[config.mk]
export PLATFORM = sky130hd
export DESIGN_NAME = muldiv_iter_unit
export DESIGN_NICKNAME = d
export VERILOG_FILES = /design/src/rtl/muldiv_iter_unit.sv
export SDC_FILE = /design/constraint.sdc
export NUM_CORES = 1
export LEC_CHECK = 0
export CORE_UTILIZATION = 46
export DETAILED_ROUTE_END_ITERATION = 10
export GPL_TIMING_DRIVEN = 1
export HOLD_SLACK_MARGIN = 0.06
export PLACE_DENSITY = 0.7
export SYNTH_ARGS = -nofsm -noshare
export SYNTH_HDL_FRONTEND = slang
export SYNTH_SLANG_ARGS = --single-unit
[constraint.sdc]
create_clock -name clk -period 15.4 [get_ports clk]
set_input_delay 4.62 -clock clk [delete_from_list [all_inputs] [get_ports clk]]
set_output_delay 4.62 -clock clk [all_outputs]
set_load 0.01 [all_outputs]
[src/rtl/muldiv_iter_unit.sv]
// ---------------------------------------------------------------------------
// muldiv_iter_unit
//
// Iterative RV32M/RV64M multiply/divide engine. A single 2*XLEN accumulator
// is shared by a shift-add multiplier and a restoring divider, and BPC bits
// are retired per CALC cycle. The unit works on operand magnitudes and
// applies sign correction when the result is registered for FIN.
//
// Parameters:
//   XLEN  - operand/result width (32 or 64)
//   BPC   - bits retired per CALC cycle (1, 2 or 4; must divide XLEN)
//   TAG_W - width of the tag carried alongside the op
//
// Ports:
//   clk     in   system clock, rising edge
//   Rst     in   synchronous reset, active-high
//   hold    in   freeze all state (pipeline stall)
//   flush   in   abort the current op, no done pulse
//   start   in   request, sampled only in IDLE
//   op      in   funct3 (MUL, MULH, MULHSU, MULHU, DIV, DIVU, REM, REMU)
//   a, b    in   rs1 / rs2 operands
//   tag_in  in   tag captured at start
//   busy    out  high whenever the unit is not IDLE
//   done    out  result valid, high only in FIN
//   res     out  result, held until the next FIN or Rst
//   tag_out out  tag of the op in flight or just completed
//
// Optional feature (macro MULDIV_OPCACHE_EN): keeps the operands, op pair
// and full result of the last completed op, so that the companion op of the
// same pair on identical operands (e.g. REM after DIV) completes from IDLE
// straight to FIN without any CALC cycles.
// ---------------------------------------------------------------------------
module muldiv_iter_unit #(
    parameter int XLEN  = 32,
    parameter int BPC   = 1,
    parameter int TAG_W = 5
) (
    input  logic             clk,
    input  logic             Rst,
    input  logic             hold,
    input  logic             flush,
    input  logic             start,
    input  logic [2:0]       op,
    input  logic [XLEN-1:0]  a,
    input  logic [XLEN-1:0]  b,
    input  logic [TAG_W-1:0] tag_in,
    output logic             busy,
    output logic             done,
    output logic [XLEN-1:0]  res,
    output logic [TAG_W-1:0] tag_out
);

    localparam int N  = XLEN / BPC;
    localparam int CW = (N > 1) ? $clog2(N) : 1;

    localparam logic [2:0] OP_MUL    = 3'b000;
    localparam logic [2:0] OP_MULH   = 3'b001;
    localparam logic [2:0] OP_MULHSU = 3'b010;
    localparam logic [2:0] OP_DIV    = 3'b100;
    localparam logic [2:0] OP_REM    = 3'b110;

    typedef enum logic [1:0] {
        IDLE = 2'd0,
        CALC = 2'd1,
        FIN  = 2'd2
    } state_t;

    // Full results are laid out as {high, low}: for a multiply that is the
    // 2*XLEN product, for a divide it is {remainder, quotient}. One selector
    // then serves every op.
    function automatic logic [XLEN-1:0] pick(input logic [2:0]        f,
                                             input logic [2*XLEN-1:0] full);
        if (f[2])
            pick = f[1] ? full[2*XLEN-1:XLEN] : full[XLEN-1:0];
        else
            pick = (f[1:0] == 2'b00) ? full[XLEN-1:0] : full[2*XLEN-1:XLEN];
    endfunction

    state_t             state;
    logic [CW-1:0]      cnt;
    logic [2*XLEN-1:0]  acc;      // {partial product | remainder, multiplier | dividend/quotient}
    logic [XLEN-1:0]    mb;       // multiplicand or divisor magnitude
    logic [2:0]         op_q;
    logic               sa_q;
    logic               sb_q;

    // ---------------- IDLE-side operand decode ----------------
    logic              signed_a;
    logic              signed_b;
    logic              sa_in;
    logic              sb_in;
    logic [XLEN-1:0]   ma_in;
    logic [XLEN-1:0]   mb_in;
    logic              div_by_zero;
    logic              div_ovf;
    logic              special;
    logic [2*XLEN-1:0] spec_full;

    assign signed_a    = (op == OP_MULH) || (op == OP_MULHSU) ||
                         (op == OP_DIV)  || (op == OP_REM);
    assign signed_b    = (op == OP_MULH) || (op == OP_DIV) || (op == OP_REM);
    assign sa_in       = signed_a & a[XLEN-1];
    assign sb_in       = signed_b & b[XLEN-1];
    assign ma_in       = sa_in ? -a : a;
    assign mb_in       = sb_in ? -b : b;
    assign div_by_zero = op[2] && (b == '0);
    assign div_ovf     = op[2] && !op[0] &&
                         (a == {1'b1, {(XLEN-1){1'b0}}}) && (b == '1);
    assign special     = div_by_zero || div_ovf;
    assign spec_full   = div_by_zero ? {a, {XLEN{1'b1}}} : {{XLEN{1'b0}}, a};

    // ---------------- iteration step ----------------
    logic [2*XLEN-1:0] acc_step;
    logic [XLEN:0]     r_sh;
    logic [XLEN:0]     diff;
    logic [XLEN:0]     sum;

    // NOTE: every variable written in an always_comb block gets a default
    // first, so no path can leave it unassigned and infer a latch.
    always_comb begin
        acc_step = acc;
        r_sh     = '0;
        diff     = '0;
        sum      = '0;
        for (int i = 0; i < BPC; i++) begin
            if (op_q[2]) begin
                // Restoring divide: shift the next dividend bit into the
                // remainder and keep the difference only if it did not borrow.
                r_sh = {acc_step[2*XLEN-1:XLEN], acc_step[XLEN-1]};
                diff = r_sh - {1'b0, mb};
                if (!diff[XLEN])
                    acc_step = {diff[XLEN-1:0], acc_step[XLEN-2:0], 1'b1};
                else
                    acc_step = {r_sh[XLEN-1:0], acc_step[XLEN-2:0], 1'b0};
            end else begin
                // Shift-add multiply: the carry of the add becomes the top
                // bit of the right-shifted accumulator.
                sum      = {1'b0, acc_step[2*XLEN-1:XLEN]} +
                           (acc_step[0] ? {1'b0, mb} : {(XLEN+1){1'b0}});
                acc_step = {sum, acc_step[XLEN-1:1]};
            end
        end
    end

    // ---------------- sign correction ----------------
    logic [XLEN-1:0]   quot_mag;
    logic [XLEN-1:0]   rem_mag;
    logic [XLEN-1:0]   quot_fix;
    logic [XLEN-1:0]   rem_fix;
    logic [2*XLEN-1:0] prod_fix;
    logic [2*XLEN-1:0] calc_full;

    assign quot_mag  = acc_step[XLEN-1:0];
    assign rem_mag   = acc_step[2*XLEN-1:XLEN];
    assign quot_fix  = (sa_q ^ sb_q) ? -quot_mag : quot_mag;
    assign rem_fix   = sa_q ? -rem_mag : rem_mag;        // remainder follows dividend
    assign prod_fix  = (sa_q ^ sb_q) ? -acc_step : acc_step;
    assign calc_full = op_q[2] ? {rem_fix, quot_fix} : prod_fix;

`ifdef MULDIV_OPCACHE_EN
    // Ops that share one full result: {MULH}, {MULHU, MUL}, {MULHSU},
    // {DIV, REM}, {DIVU, REMU}.
    function automatic logic [2:0] op_pair(input logic [2:0] f);
        case (f)
            3'b001:          op_pair = 3'd0;
            3'b000, 3'b011:  op_pair = 3'd1;
            3'b010:          op_pair = 3'd2;
            3'b100, 3'b110:  op_pair = 3'd3;
            default:         op_pair = 3'd4;
        endcase
    endfunction

    logic              c_valid;
    logic [XLEN-1:0]   c_a;
    logic [XLEN-1:0]   c_b;
    logic [2:0]        c_pair;
    logic [2*XLEN-1:0] c_full;
    logic              hit;

    assign hit = c_valid && (a == c_a) && (b == c_b) && (op_pair(op) == c_pair);
`endif

    // ---------------- state, datapath and outputs ----------------
    // NOTE: sequential state uses non-blocking assignments only, so every
    // register sees the pre-edge value of every other register.
    always_ff @(posedge clk) begin
        if (Rst) begin
            state   <= IDLE;
            cnt     <= '0;
            acc     <= '0;
            mb      <= '0;
            op_q    <= '0;
            sa_q    <= 1'b0;
            sb_q    <= 1'b0;
            busy    <= 1'b0;
            done    <= 1'b0;
            res     <= '0;
            tag_out <= '0;
`ifdef MULDIV_OPCACHE_EN
            c_valid <= 1'b0;
            c_a     <= '0;
            c_b     <= '0;
            c_pair  <= '0;
            c_full  <= '0;
`endif
        end else if (flush) begin
            // Abort: no done pulse, res keeps its last completed value.
            state <= IDLE;
            cnt   <= '0;
            busy  <= 1'b0;
            done  <= 1'b0;
`ifdef MULDIV_OPCACHE_EN
            c_valid <= 1'b0;
`endif
        end else if (!hold) begin
            case (state)
                IDLE: begin
                    if (start) begin
                        op_q    <= op;
                        sa_q    <= sa_in;
                        sb_q    <= sb_in;
                        mb      <= mb_in;
                        acc     <= {{XLEN{1'b0}}, ma_in};
                        tag_out <= tag_in;
                        busy    <= 1'b1;
                        cnt     <= '0;
                        if (special) begin
                            state <= FIN;
                            done  <= 1'b1;
                            res   <= pick(op, spec_full);
`ifdef MULDIV_OPCACHE_EN
                            c_a     <= a;
                            c_b     <= b;
                            c_pair  <= op_pair(op);
                            c_full  <= spec_full;
                            c_valid <= 1'b1;
`endif
                        end
`ifdef MULDIV_OPCACHE_EN
                        else if (hit) begin
                            state <= FIN;
                            done  <= 1'b1;
                            res   <= pick(op, c_full);
                        end
`endif
                        else begin
                            state <= CALC;
`ifdef MULDIV_OPCACHE_EN
                            // The entry is re-tagged now and becomes valid
                            // once this op reaches FIN.
                            c_a     <= a;
                            c_b     <= b;
                            c_pair  <= op_pair(op);
                            c_valid <= 1'b0;
`endif
                        end
                    end
                end

                CALC: begin
                    acc <= acc_step;
                    if (cnt == CW'(N - 1)) begin
                        cnt   <= '0;
                        state <= FIN;
                        done  <= 1'b1;
                        res   <= pick(op_q, calc_full);
`ifdef MULDIV_OPCACHE_EN
                        c_full  <= calc_full;
                        c_valid <= 1'b1;
`endif
                    end else begin
                        cnt <= cnt + 1'b1;
                    end
                end

                FIN: begin
                    state <= IDLE;
                    busy  <= 1'b0;
                    done  <= 1'b0;
                end

                default: begin
                    state <= IDLE;
                    busy  <= 1'b0;
                    done  <= 1'b0;
                end
            endcase
        end
    end

endmodule

==> results.ini, run 1 <==
[sta]
setup_ws_ns = 5.96
finalSetupTns_ns = 0
clock.fmax_ghz = 0.106
fin_skew_ns = 0.0114
timing.slew.headroom = 0.210
hold_viol = 0
setup_viol = 0
holdWs_ns = 0.446
finalCritPeriodShare = 0.613
period_needed_ns = 9.44
maxSlewViolCount = 0
rsz0062_at_grt = false
tightest_slew_ns = 1.18

[route]
vias = 17000
vias_per_cell = 6.46
ant_nets = 0
routedWlPerCell_um = 21.2
remaining_drc_errors = 0
drtIter0Drc = 2069
firstDrtPassIters = 6
routed_wl_um = 55900

[power]
combPwrFrac = 0.281
clkPwrFrac = 0.369
p_int_uw = 736
p_leak_uw = 0.00633
p_sw_uw = 420
netSwitchingFraction = 0.363
peakVddDrop_uv = 77.1
pwr-share-seq = 0.349
pwr_density_cell_nw_per_um2 = 67.6

[cts]
post_cts_buffers = 0
cts_root_buffer = clkbuf_16
cts_tree = built
clockBufferDepth = 2
path_clk_slew_ns = 0.07
cts_resized = 0
htreeDepth = 4
clkSinkCount = 147
numCtsBuffers = 17
insertion_delay_ns = 0.44
cts_hold_buf = 0

[die]
io_pins = 116
die_h_um = 184
die_w_um = 184
initial_core_util = 0.468
dieArea_um2 = 33800
rows = 66
core-area_um2 = 32500

[setup_path]
crit_family = simple AND/OR/NAND/NOR gates
r2r_cells = 22
start_kind = primary input
crit_path_max_fanout = 65
r2r_end = res[22]
timing.rr.start = acc[31]
crit_path_max_incr_delay_ns = 0.59
end_kind = flip-flop
critPathMostFrequentCell = or3_1
cp_data_arrival_time_ns = 9.82
crit_buf_inv = 3
cp_slowest_cell = or4_1
r2r_slack_ns = 9.32
cp_data_required_time_ns = 15.78
critical_path.cell_chain = clkdlybuf4s50_1, or4_1, nor3_1, nor2b_1, nand3_1, or3_1, nor4b_2, buf_4, or3_1, nand3_1, buf_4, or2_1, nor2_1, o21ai_0, nor4bb_1, or3_1
crit_type = primary input to flip-flop
crit_path_start = b[6]

[final_layout]
final_common_cell = nand2_1
final_layout_size_suffix_gt1_frac = 0.0580
most-common-layout-cells = nand2_1 (244), nor2_1 (243), a21oi_1 (187)
n_fill_cell = 3218
final_core_util = 0.526
syn_to_final_growth_pct = 12.4
antenna_cells = 0
num-nets-final = 2327

[hold_path]
hold_depth = 2
hold_path_startpoint = busy
hp-class = flip-flop to flip-flop
min_to = busy

[synthesis]
synth_cells = 2164
synth_ff_type = dfxtp_1
syn-mean-instance-area_um2 = 7.03
synth_fp_nets = 2314
synth_area_um2 = 15200
synth-seq-area-share = 0.193
ys_ff_latch = 147
ys_warn_count = 0
ys_types = 99
synth_edf_count = 0
async_flop_share = 0

[place]
portBuffers = 115
hpwl_um = 42100
routabilityCongestion = 0.972
pre_cts_ws_ns = 5.68

[global_route]
antenna_found_initial = 0
grt_pass1_vias = 15200
grtUsageTotal = 0.326
overflow = 0
grt_max_degree = 83
grt_first_pass_wirelength_um = 86100

[run_status]
status = finished, final reports clean

[flow_run]
max_cap_violations = 0

worst max-delay path by stage:
stage	to	slack, ns	cells after the start
final	res[31]	5.96	16
after global routing	res[23]	5.61	15
after CTS	res[30]	6.10	16
after detailed placement	res[30]	5.68	16
after global placement	res[31]	5.82	16
after floorplan	res[23]	7.51	14
power groups by stage:
| stage | clock network, uW | logic [uW] | registers [uW] |
|---|---|---|---|
| floorplan | 0 | 213 | 405 |
| global placement | 0 | 311 | 411 |
| detailed placement | 0 | 314 | 412 |
| CTS | 426 | 316 | 403 |
| global route | 445 | 350 | 404 |
| finish | 427 | 325 | 404 |
synthesized netlist by cell type (11+ instances only):
master | number | area [um2]
a211oi_1 | 68 | 510
a221oi_1 | 37 | 324
nand3_1 | 33 | 165
xnor2_1 | 86 | 753
nand4_1 | 29 | 181
o21ai_0 | 146 | 731
xor2_1 | 72 | 631
o21a_1 | 14 | 105
nor2_1 | 244 | 916
nor2b_1 | 12 | 75.1
a21o_1 | 25 | 188
mux2i_1 | 29 | 290
nand3b_1 | 12 | 90.1
nor3_1 | 48 | 240
or3_1 | 34 | 213
and2_1 | 45 | 282
a311oi_1 | 11 | 96.3
nor4_1 | 20 | 125
ha_1 | 71 | 888
and3_1 | 13 | 81.3
a21oi_1 | 187 | 936
clkbuf_1 | 115 | 432
o211ai_1 | 28 | 210
nand2b_1 | 19 | 119
mux2_2 | 12 | 135
inv_1 | 64 | 240
buf_2 | 17 | 85.1
o21bai_1 | 13 | 97.6
dfxtp_1 | 147 | 2940
o31ai_1 | 27 | 203
a22oi_1 | 32 | 240
a31oi_1 | 32 | 200
buf_1 | 12 | 45.0
nand2_1 | 244 | 916
state kept, by name, indices dropped and copies added, names as in the netlist:
name and flops:
acc 64, mb 32, res 32, cnt 5, tag_out 5, op_q 3, state 2, busy 1
done 1, sa_q 1, sb_q 1
logic make-up (layout without fill, tap and decap cells):
| kind of cell | Yosys count | in the layout | synth area share |
|---|---|---|---|
| compound gates | 720 | 720 | 0.313 |
| xor+xnor | 158 | 158 | 0.0909 |
| fa+ha+maj | 73 | 73 | 0.0610 |
| buf+inv | 214 | 239 | 0.0562 |
| flops | 147 | 147 | 0.193 |
| mux | 41 | 41 | 0.0280 |
| simple gates | 811 | 811 | 0.258 |
final cells by class:
| cell class | count | area [um2] | area share |
|---|---|---|---|
| Sequential cell | 147 | 2950 | 0.172 |
| Inverter | 65 | 244 | 0.0143 |
| Clock buffer | 17 | 425 | 0.0249 |
| Clock inverter | 14 | 141 | 0.00826 |
| Timing Repair Buffer | 143 | 1360 | 0.0794 |
| Multi-Input combinational cell | 1803 | 11400 | 0.669 |
| Tap cell | 442 | 553 | 0.0323 |
layer usage:
metal / share of wire / vias to the layer above / track usage
li1: - / 7976 / -
met1: 0.43 / 7971 / 0.445
met2: 0.43 / 912 / 0.498
met3: 0.11 / 135 / 0.0741
met4: 0.035 / 0 / 0.118
met5: 0 / - / 0
stage by stage:
step                      cells  power, uW  cell area, um2
final                      2631       1160           17100
after floorplan            2164        618           15200
after CTS                  2631       1140           17100
after global placement     2600        722           16500
after global routing       2631       1200           17100
after detailed placement   2600        726           16500
worst register-to-register path: stages (launching register included):
cell	delay, ns
dfxtp_1	0.39
inv_1	0.10
ha_1	0.24
fa_1	0.39
nand2b_1	0.18
a21oi_1	0.43
o31a_1	0.34
o211ai_2	0.26
a21oi_2	0.25
nor2_1	0.09
a21oi_1	0.19
ha_1	0.24
inv_1	0.06
a2111o_1	0.35
nor3_1	0.52
and2_1	0.32
nand2b_1	0.21
nand2_1	0.22
nand4_1	0.23
o31ai_1	0.35
xnor2_1	0.23
a21oi_1	0.17
o31ai_1	0.24
No activity file was read; power rests on OpenSTA's default activity.
==> inputs of run 2 (changes only) <==
==> constraint.sdc (replaced) <==
create_clock -name clk -period 9.05 [get_ports clk]
set_input_delay 2.715 -clock clk [delete_from_list [all_inputs] [get_ports clk]]
set_output_delay 2.715 -clock clk [all_outputs]
set_load 0.01 [all_outputs]
==> results.ini, run 2 (synthesis gave the netlist of run 1 again) <==
[run_status]
status = finished, final reports clean

[hold_path]
hp-class = flip-flop to flip-flop
hold_path_startpoint = busy

[route]
vias = 16900  ; -0.57%
remaining_drc_errors = 0  ; unchanged
vias_per_cell = 6.42  ; -0.53%
routedWlPerCell_um = 21.8  ; +2.8%
routed_wl_um = 57500  ; +2.8%
firstDrtPassIters = 5  ; -1
ant_nets = 0  ; unchanged
drtIter0Drc = 1947  ; -5.9%

[cts]
path_clk_slew_ns = 0.06  ; about the same
cts_tree = built
clkSinkCount = 147  ; unchanged
insertion_delay_ns = 0.43  ; about the same
clockBufferDepth = 2  ; unchanged
cts_hold_buf = 0  ; unchanged
cts_root_buffer = clkbuf_16
cts_resized = 0  ; unchanged
numCtsBuffers = 17  ; unchanged
post_cts_buffers = 0  ; unchanged
htreeDepth = 4  ; unchanged

[setup_path]
r2r_slack_ns = 2.63  ; -6.69 ns
critical_path.cell_chain = clkdlybuf4s50_1, or4_1, nor3_1, nor2b_1, nand3_1, or3_1, nor4b_2, or3_1, nand3_1, buf_4, or2_1, a211oi_1, o221ai_1, o31ai_1
crit_path_max_incr_delay_ns = 0.59  ; about the same
cp_slowest_cell = or4_1
start_kind = primary input
crit_end = res[23]
end_kind = flip-flop
crit_path_max_fanout = 34  ; -48%
crit_path_start = b[6]
r2r_cells = 23  ; +4.5%
timing.rr.start = mb[19]
r2r_end = res[4]
cp_data_arrival_time_ns = 7.35  ; -2.47 ns
cp_data_required_time_ns = 9.39  ; -6.39 ns
crit_type = primary input to flip-flop

[die]
die_w_um = 184  ; unchanged
rows = 66  ; unchanged
dieArea_um2 = 33800  ; unchanged
io_pins = 116  ; unchanged
initial_core_util = 0.468  ; unchanged
die_h_um = 184  ; unchanged
core-area_um2 = 32500  ; unchanged

[place]
portBuffers = 115  ; unchanged
hpwl_um = 43700  ; +3.9%
routabilityCongestion = 1.00  ; +3.2%
dpl_cell_area_um2 = 16500  ; about the same
pre_cts_ws_ns = 1.70  ; -3.97 ns

[sta]
clock.fmax_ghz = 0.143
period_needed_ns = 7.01
finalSetupTns_ns = 0  ; unchanged
setup_viol = 0  ; unchanged
rsz0062_at_grt = false
hold_viol = 0  ; unchanged
tightest_slew_ns = 1.09  ; -0.0866 ns
maxSlewViolCount = 0  ; unchanged
holdWs_ns = 0.459  ; +0.0134 ns
timing.slew.headroom = 0.263  ; +0.0529
fin_skew_ns = 0.0127  ; +0.00137 ns
setup_ws_ns = 2.04  ; -3.92 ns
finalCritPeriodShare = 0.775

[final_layout]
final_common_cell = nand2_1
most-common-layout-cells = nand2_1 (244), nor2_1 (243), a21oi_1 (187)
final_core_util = 0.526  ; about the same
final_layout_size_suffix_gt1_frac = 0.0580  ; about the same
antenna_cells = 0  ; unchanged
n_fill_cell = 3262  ; +1.4%
regMostFlops = acc
largest_reg_flops = 64  ; unchanged
final_area_um2 = 17100  ; about the same
top_regs = acc: 64 flops, mb: 32 flops, res: 32 flops
syn_to_final_growth_pct = 12.4  ; about the same
num-nets-final = 2325  ; -0.086%

[global_route]
antenna_found_initial = 1  ; +1
grtUsageTotal = 0.339  ; +0.0129
grt_max_degree = 83  ; unchanged
grt_first_pass_wirelength_um = 89000  ; +3.4%
overflow = 0  ; unchanged
grt_pass1_vias = 15300  ; +1.2%

[power]
p_leak_uw = 0.00633  ; about the same
pwr_density_cell_nw_per_um2 = 113  ; +67%
peakVddDrop_uv = 123  ; +60%

[flow_run]
max_cap_violations = 0  ; unchanged

run 2: worst min-delay path by stage:
stage            endpoint  slack (ns)  cells after the start
6_report             busy        0.46                      2
5_1_grt        tag_out[4]        0.48                      2
4_1_cts            cnt[4]        0.46                      2
3_5_place_dp         busy        0.45                      2
3_3_place_gp   tag_out[1]        0.44                      2
2_1_floorplan      cnt[4]        0.44                      2
run 2: stage by stage:
| step | power, uW | std cells |
|---|---|---|
| 4_1_cts | 1920 | 2630 |
| 3_3_place_gp | 1230 | 2598 |
| 3_5_place_dp | 1230 | 2598 |
| 5_1_grt | 2010 | 2630 |
| 2_1_floorplan | 1050 | 2164 |
| 6_report | 1930 | 2630 |
run 2: where the power goes:
group	internal (uW)	total, uW	switching, uW
Sequential	663	690	26.7
Combinational	204	549	345
Clock	378	697	318
Total	1240	1930	690
run 2: worst max-delay path: cells and delay by family:
family / cells / cell delay (ns)
buffers and inverters: 2 / 0.79
AND/OR/NAND/NOR: 9 / 3.08
AO/OA/AOI/OAI: 3 / 0.75
run 2: cell type report:
class                      count  area, um2  area share
clock buffer                  20        467      0.0273
clock inverter                12       97.6     0.00571
inverter                      65        244      0.0143
multi-input combinational   1803      11500       0.670
sequential                   147       2950       0.172
tap                          442        553      0.0323
timing repair buffer         141       1340      0.0786
run 2: routing by layer:
metal,vias up,routed length [um],track usage
met3,115,6400,0.0757
met1,7943,24900,0.476
met5,-,0,0
met2,880,24400,0.505
met4,0,1750,0.116
li1,7959,-,-
